==> src/rtl/pipe_trace_buffer.sv <==
// Retire-trace capture block: a circular log of MEM/WB write-backs with
// arm/trigger control, a post-trigger window and an oldest-first drain port.
module pipe_trace_buffer #(
    parameter int XLEN      = 64,
    parameter int PC_W      = 64,
    parameter int DEPTH     = 16,
    parameter int CNT_W     = 32,
    parameter int POST_TRIG = 8
) (
    input  logic                     clk,
    input  logic                     reset,
    input  logic                     wb_valid,
    input  logic [PC_W-1:0]          wb_pc,
    input  logic [4:0]               wb_rd,
    input  logic [XLEN-1:0]          wb_data,
    input  logic                     arm,
    input  logic                     abort,
    input  logic                     trig_force,
    input  logic                     trig_pc_en,
    input  logic [PC_W-1:0]          trig_pc,
    input  logic                     rd_ready,
    output logic                     rd_valid,
    output logic [PC_W-1:0]          rd_pc,
    output logic [4:0]               rd_rd,
    output logic [XLEN-1:0]          rd_data,
    output logic [CNT_W-1:0]         rd_cycle,
    output logic [1:0]               state,
    output logic [$clog2(DEPTH):0]   count,
    output logic                     wrapped
);

    localparam int AW = $clog2(DEPTH);
    localparam logic [AW:0]   FULL     = (AW+1)'(DEPTH);
    localparam logic [AW-1:0] POST_LDV = AW'(POST_TRIG);

    typedef enum logic [1:0] {
        IDLE  = 2'd0,
        ARMED = 2'd1,
        TRIG  = 2'd2,
        DONE  = 2'd3
    } state_e;

    state_e            state_q, state_d;
    logic [AW-1:0]     wptr_q, wptr_d;
    logic [AW:0]       count_q, count_d;
    logic [AW-1:0]     post_q, post_d;
    logic              wrapped_q, wrapped_d;
    logic [CNT_W-1:0]  cyc_q;
    logic              we;
    logic              trig_hit;
    logic [AW-1:0]     ridx;

    logic [PC_W-1:0]   pc_mem   [DEPTH];
    logic [4:0]        rd_mem   [DEPTH];
    logic [XLEN-1:0]   data_mem [DEPTH];
    logic [CNT_W-1:0]  cyc_mem  [DEPTH];

    assign trig_hit = trig_force || (trig_pc_en && wb_valid && (wb_pc == trig_pc));

    // NOTE: every signal written here gets a default first, so no path leaves it unassigned (no latch).
    always_comb begin
        state_d   = state_q;
        wptr_d    = wptr_q;
        count_d   = count_q;
        post_d    = post_q;
        wrapped_d = wrapped_q;
        we        = 1'b0;

        if (abort) begin
            state_d   = IDLE;
            count_d   = '0;
            wrapped_d = 1'b0;
        end else begin
            unique case (state_q)
                IDLE: begin
                    if (arm) begin
                        wptr_d    = '0;
                        count_d   = '0;
                        wrapped_d = 1'b0;
                        state_d   = ARMED;
                    end
                end
                ARMED: begin
                    we = wb_valid;
                    if (trig_hit) begin
                        post_d  = POST_LDV;
                        state_d = (POST_TRIG == 0) ? DONE : TRIG;
                    end
                end
                TRIG: begin
                    we = wb_valid;
                    if (wb_valid) begin
                        post_d = post_q - AW'(1);
                        if (post_q == AW'(1)) state_d = DONE;
                    end
                end
                DONE: begin
                    if (count_q == '0) begin
                        state_d = IDLE;
                    end else if (rd_ready) begin
                        count_d = count_q - (AW+1)'(1);
                        if (count_q == (AW+1)'(1)) state_d = IDLE;
                    end
                end
                default: state_d = IDLE;
            endcase

            // A full log keeps its size; the write lands on the oldest slot.
            if (we) begin
                wptr_d = wptr_q + AW'(1);
                if (count_q == FULL) wrapped_d = 1'b1;
                else                 count_d   = count_q + (AW+1)'(1);
            end
        end
    end

    // NOTE: sequential state uses non-blocking assignments so all registers update from the same pre-edge values.
    always_ff @(posedge clk) begin
        if (!reset) begin
            state_q   <= IDLE;
            wptr_q    <= '0;
            count_q   <= '0;
            post_q    <= '0;
            wrapped_q <= 1'b0;
            cyc_q     <= '0;
        end else begin
            state_q   <= state_d;
            wptr_q    <= wptr_d;
            count_q   <= count_d;
            post_q    <= post_d;
            wrapped_q <= wrapped_d;
            cyc_q     <= cyc_q + CNT_W'(1);
        end
    end

    // NOTE: the log storage has no reset; stale slots are never shown because count gates every read.
    always_ff @(posedge clk) begin
        if (we) begin
            pc_mem[wptr_q]   <= wb_pc;
            rd_mem[wptr_q]   <= wb_rd;
            data_mem[wptr_q] <= wb_data;
            cyc_mem[wptr_q]  <= cyc_q;
        end
    end

    // Oldest entry; a full log wraps the subtraction back onto wptr itself.
    assign ridx     = wptr_q - count_q[AW-1:0];
    assign rd_valid = (state_q == DONE) && (count_q != '0);
    assign rd_pc    = rd_valid ? pc_mem[ridx]   : '0;
    assign rd_rd    = rd_valid ? rd_mem[ridx]   : '0;
    assign rd_data  = rd_valid ? data_mem[ridx] : '0;
    assign rd_cycle = rd_valid ? cyc_mem[ridx]  : '0;
    assign state    = state_q;
    assign count    = count_q;
    assign wrapped  = wrapped_q;

endmodule

==> config.mk <==
export PLATFORM = sky130hd
export DESIGN_NAME = pipe_trace_buffer
export DESIGN_NICKNAME = d
export VERILOG_FILES = /design/src/rtl/pipe_trace_buffer.sv
export SDC_FILE = /design/constraint.sdc
export NUM_CORES = 2
export LEC_CHECK = 0
export CORE_UTILIZATION = 65
export CTS_CLUSTER_DIAMETER = 100
export DETAILED_ROUTE_END_ITERATION = 10
export PLACE_DENSITY_LB_ADDON = 0.3
export REMOVE_ABC_BUFFERS = 1
export SYNTH_ARGS = -nofsm -noshare
export SYNTH_HDL_FRONTEND = slang
export SYNTH_SLANG_ARGS = --single-unit
export TNS_END_PERCENT = 30
==> constraint.sdc <==
create_clock -name clk -period 39.4 [get_ports clk]
set_clock_uncertainty 0.2 [all_clocks]
set_input_delay 3.94 -clock clk [delete_from_list [all_inputs] [get_ports clk]]
set_output_delay 3.94 -clock clk [all_outputs]
set_load 0.03 [all_outputs]
==> flow_summary.yaml <==
setup_path:
  slowest_delay_ps: 1380
  critPathTopFamily: "buffers and inverters"
  required_ps: 35260
  r2r-start: "state[0]$_SDFFE_PP0P_"
  criticalPathCategory: "flop to output port"
  cp_num_buf_inv: 5
  crit_fanout: 151
  start_kind: "flop"
  cp-startpoint: "wptr_q[0]$_SDFFE_PN0P_"
  path_cells: "inv_1 > ha_4 > fa_4 > buf_12 > buf_4 > buf_4 > mux4_2 > nand2_1 > nand3_1 > and3_1 > clkdlybuf4s50_1"
  crit_arrival_ps: 7300
  end_kind: "output port"
  cpMostUsedCell: "buf_4"
  slowest_stage: "fa_4"
grt:
  grtUsageTotal_pct: 32.4
  grt_max_degree: 160
  grt_pass1_wl_mm: 374
  use_met3_pct: 7.75
  antenna_found_initial: 28
  busiest_layer: "met2"
  use_met1_pct: 45.0
  met2_usage_pct: 51.1
  grt-ovfl-total: 0
  first_global_vias: 56177
detailed_routing:
  drt_iter0_drc: 7079
  finalWirelength_mm: 258
  wl_per_cell_um: 32.7
  vias: 54553
  post-route-drc-count: 0
  routed_via_density: 6.90
  first_pass_iters: 6
  ant_nets: 0
synth:
  synth_top_family_by_area: "multiplexers"
  synthesis.area_mm2: 0.104
  post-synth-top-count-cell: "edfxtp_1"
  synth_top_area_share_pct: 76.3
  synth.avg_cell_area_um2: 20.2
  syn_inst: 5148
  synth_fa_ha_area_share_pct: 0.236
  ys_seq_area_share_pct: 77.2
  yosysWarnings: 0
  synthFlopType: "edfxtp_1"
  synth_top_cell_by_area: "edfxtp_1"
  synth_area_leaders: "edfxtp_1 (76%), mux4_2 (14%), nand2_1 (2.5%), nand3_1 (1.7%), and3_1 (1.0%)"
  synth_cell_type_count: 58
  synth_compound_area_share_pct: 0.374
  ys_seq_elements: 2688
  synth-simple-area-share_pct: 5.85
  synth_edf_count: 2640
  postSynth.asyncResetShare_pct: 0
  ys_top_cells_by_count: "edfxtp_1 (2640), nand2_1 (688), mux4_2 (660)"
  synthXorXnorAreaFrac_pct: 0.767
  muxShareOfSynthArea_pct: 14.3
sta:
  hold_violations: 0
  fin_tns_setup_ps: 0
  post-route-period-util_pct: 29.0
  worst_slack_ps: 27960
  fmax_mhz: 87.4
  slew_headroom_pct: 12.6
  report.final.slew_viol_count: 0
  worst_pin_slew_ps: 1310
  finalCriticalPeriod_ps: 11440
  whs_ps: 304
  setup_viol: 0
  rsz0062_at_grt: "false"
power_and_ir_drop:
  p_clk_share_pct: 42.0
  power_switching_share_pct: 20.3
  intPower_mw: 4.65
  seqPwrFrac_pct: 53.8
  combPwrFrac_pct: 4.3
  p_leak_nw: 39.2
  ir_worst_vdd_mv: 0.0453
  switching_power_mw: 1.18
  power_density_mw_per_mm2: 49.3
placement:
  portBuffers: 378
  pre_cts_ws_ps: 28880
  hpwl_mm: 120
  dp_cells: 7410
  gp_congestion: 0.759
clock_network:
  htreeDepth: 5
  cts_tree: "built"
  post_cts_buffers: 0
  ctsResizeCount: 0
  clk_latency_ps: 910
  clk_path_buf_depth: 4
  cts_hold_buf: 0
  cts_root_buffer: "clkbuf_16"
  cts_buffers: 278
  cts_sinks: 2688
  clk_pin_slew_ps: 60
cells_and_area:
  fillerInstances: 8540
  finalNetCount: 5842
  drive_above_1_share_pct: 19.8
  area_growth_syn_to_layout_pct: 14.0
  multi_input_area_mm2: 0.0226
  final_cells: 7904
  regArea_mm2: 0.0802
floorplan:
  io-pin-count: 379
  initial_utilization_pct: 65.5
  die_area_mm2: 0.161
  fp.dieH_um: 402
  rows: 146
  die_w_um: 402
  core_area_mm2: 0.159
flow_run:
  cap_violations: 0
status:
  status: "complete, no violations"
min_path:
  hp-class: "flop to flop"
  min_from: "post_q[3]$_SDFFE_PN0P_"
## state kept, by name, indices dropped and copies added, names as in the netlist
register,flops
count,5
cyc_mem,512
cyc_q,32
data_mem,1024
pc_mem,1024
post_q,4
rd_mem,80
state,2
wptr_q,4
wrapped,1
## cell usage in the layout (no fill, tap or decap), drive strengths merged, types with 3 or more instances in the layout
cell / n
nand3: 348
nor4: 7
a21oi: 14
or3: 6
nand2: 688
clkbuf: 360
nand4: 20
xor2: 28
nor3: 13
a211oi: 4
clkdlybuf4s50: 378
nor2b: 3
edfxtp: 2640
buf: 96
nor4b: 3
mux4: 660
mux2i: 3
and2: 8
dfxtp: 48
diode: 25
clkinv: 87
clkinvlp: 7
nand2b: 5
and3: 168
and4: 4
xnor2: 63
o21ai: 12
inv: 23
nor2: 50
bufinv: 12
ha: 18
o22ai: 3
## per-stage QoR
step           instance area, µm²  power [mW]  utilization [%]
3_5_place_dp               110000        3.45             69.5
6_report                   119000        5.84             74.7
5_1_grt                    118000        5.98             74.7
3_3_place_gp               110000        3.44             69.5
2_1_floorplan              103000        3.52                -
4_1_cts                    118000        5.86             74.7
## kinds of logic after synthesis
logic type | count (synthesis)
multiplexers | 663
buffers and inverters | 304
AO/OA/AOI/OAI | 54
AND/OR/NAND/NOR | 1329
XOR/XNOR | 91
adder cells (fa/ha/maj) | 19
flip-flops | 2688
## layer usage
metal / up-vias / routed length, µm
li1: 21789 / -
met1: 28246 / 92000
met2: 3952 / 126000
met3: 550 / 31700
met4: 16 / 8570
met5: - / 101
## power by group through the flow
stage               Clock [mW]  Sequential [mW]  Combinational [mW]
finish                    2.45             3.14               0.250
global placement             0             3.20               0.241
global route              2.58             3.14               0.268
detailed placement           0             3.20               0.247
floorplan                    0             3.20               0.319
CTS                       2.47             3.14               0.251
## path summary, 6_finish.rpt
kind / endpoint / slack, ps / cells past startpoint
setup / recovery: rd_pc[29] / 27960 / 11
hold / removal: post_q[3]$_SDFFE_PN0P_ / 300 / 1
setup reg to reg: pc_mem[5][26]$_DFFE_PP_ / 34090 / 8
hold reg to reg: post_q[3]$_SDFFE_PN0P_ / 300 / 1
## final cells by class
type | instances | area share (%)
flip-flops and latches | 2688 | 67.7
diodes | 25 | 0.0528
inverters | 20 | 0.0676
clock inverters | 109 | 0.705
clock buffers | 360 | 6.31
multi-input cells | 2156 | 19.1
well taps | 2072 | 2.19
repair buffers | 474 | 3.92
(Power assumes the default switching activity.)
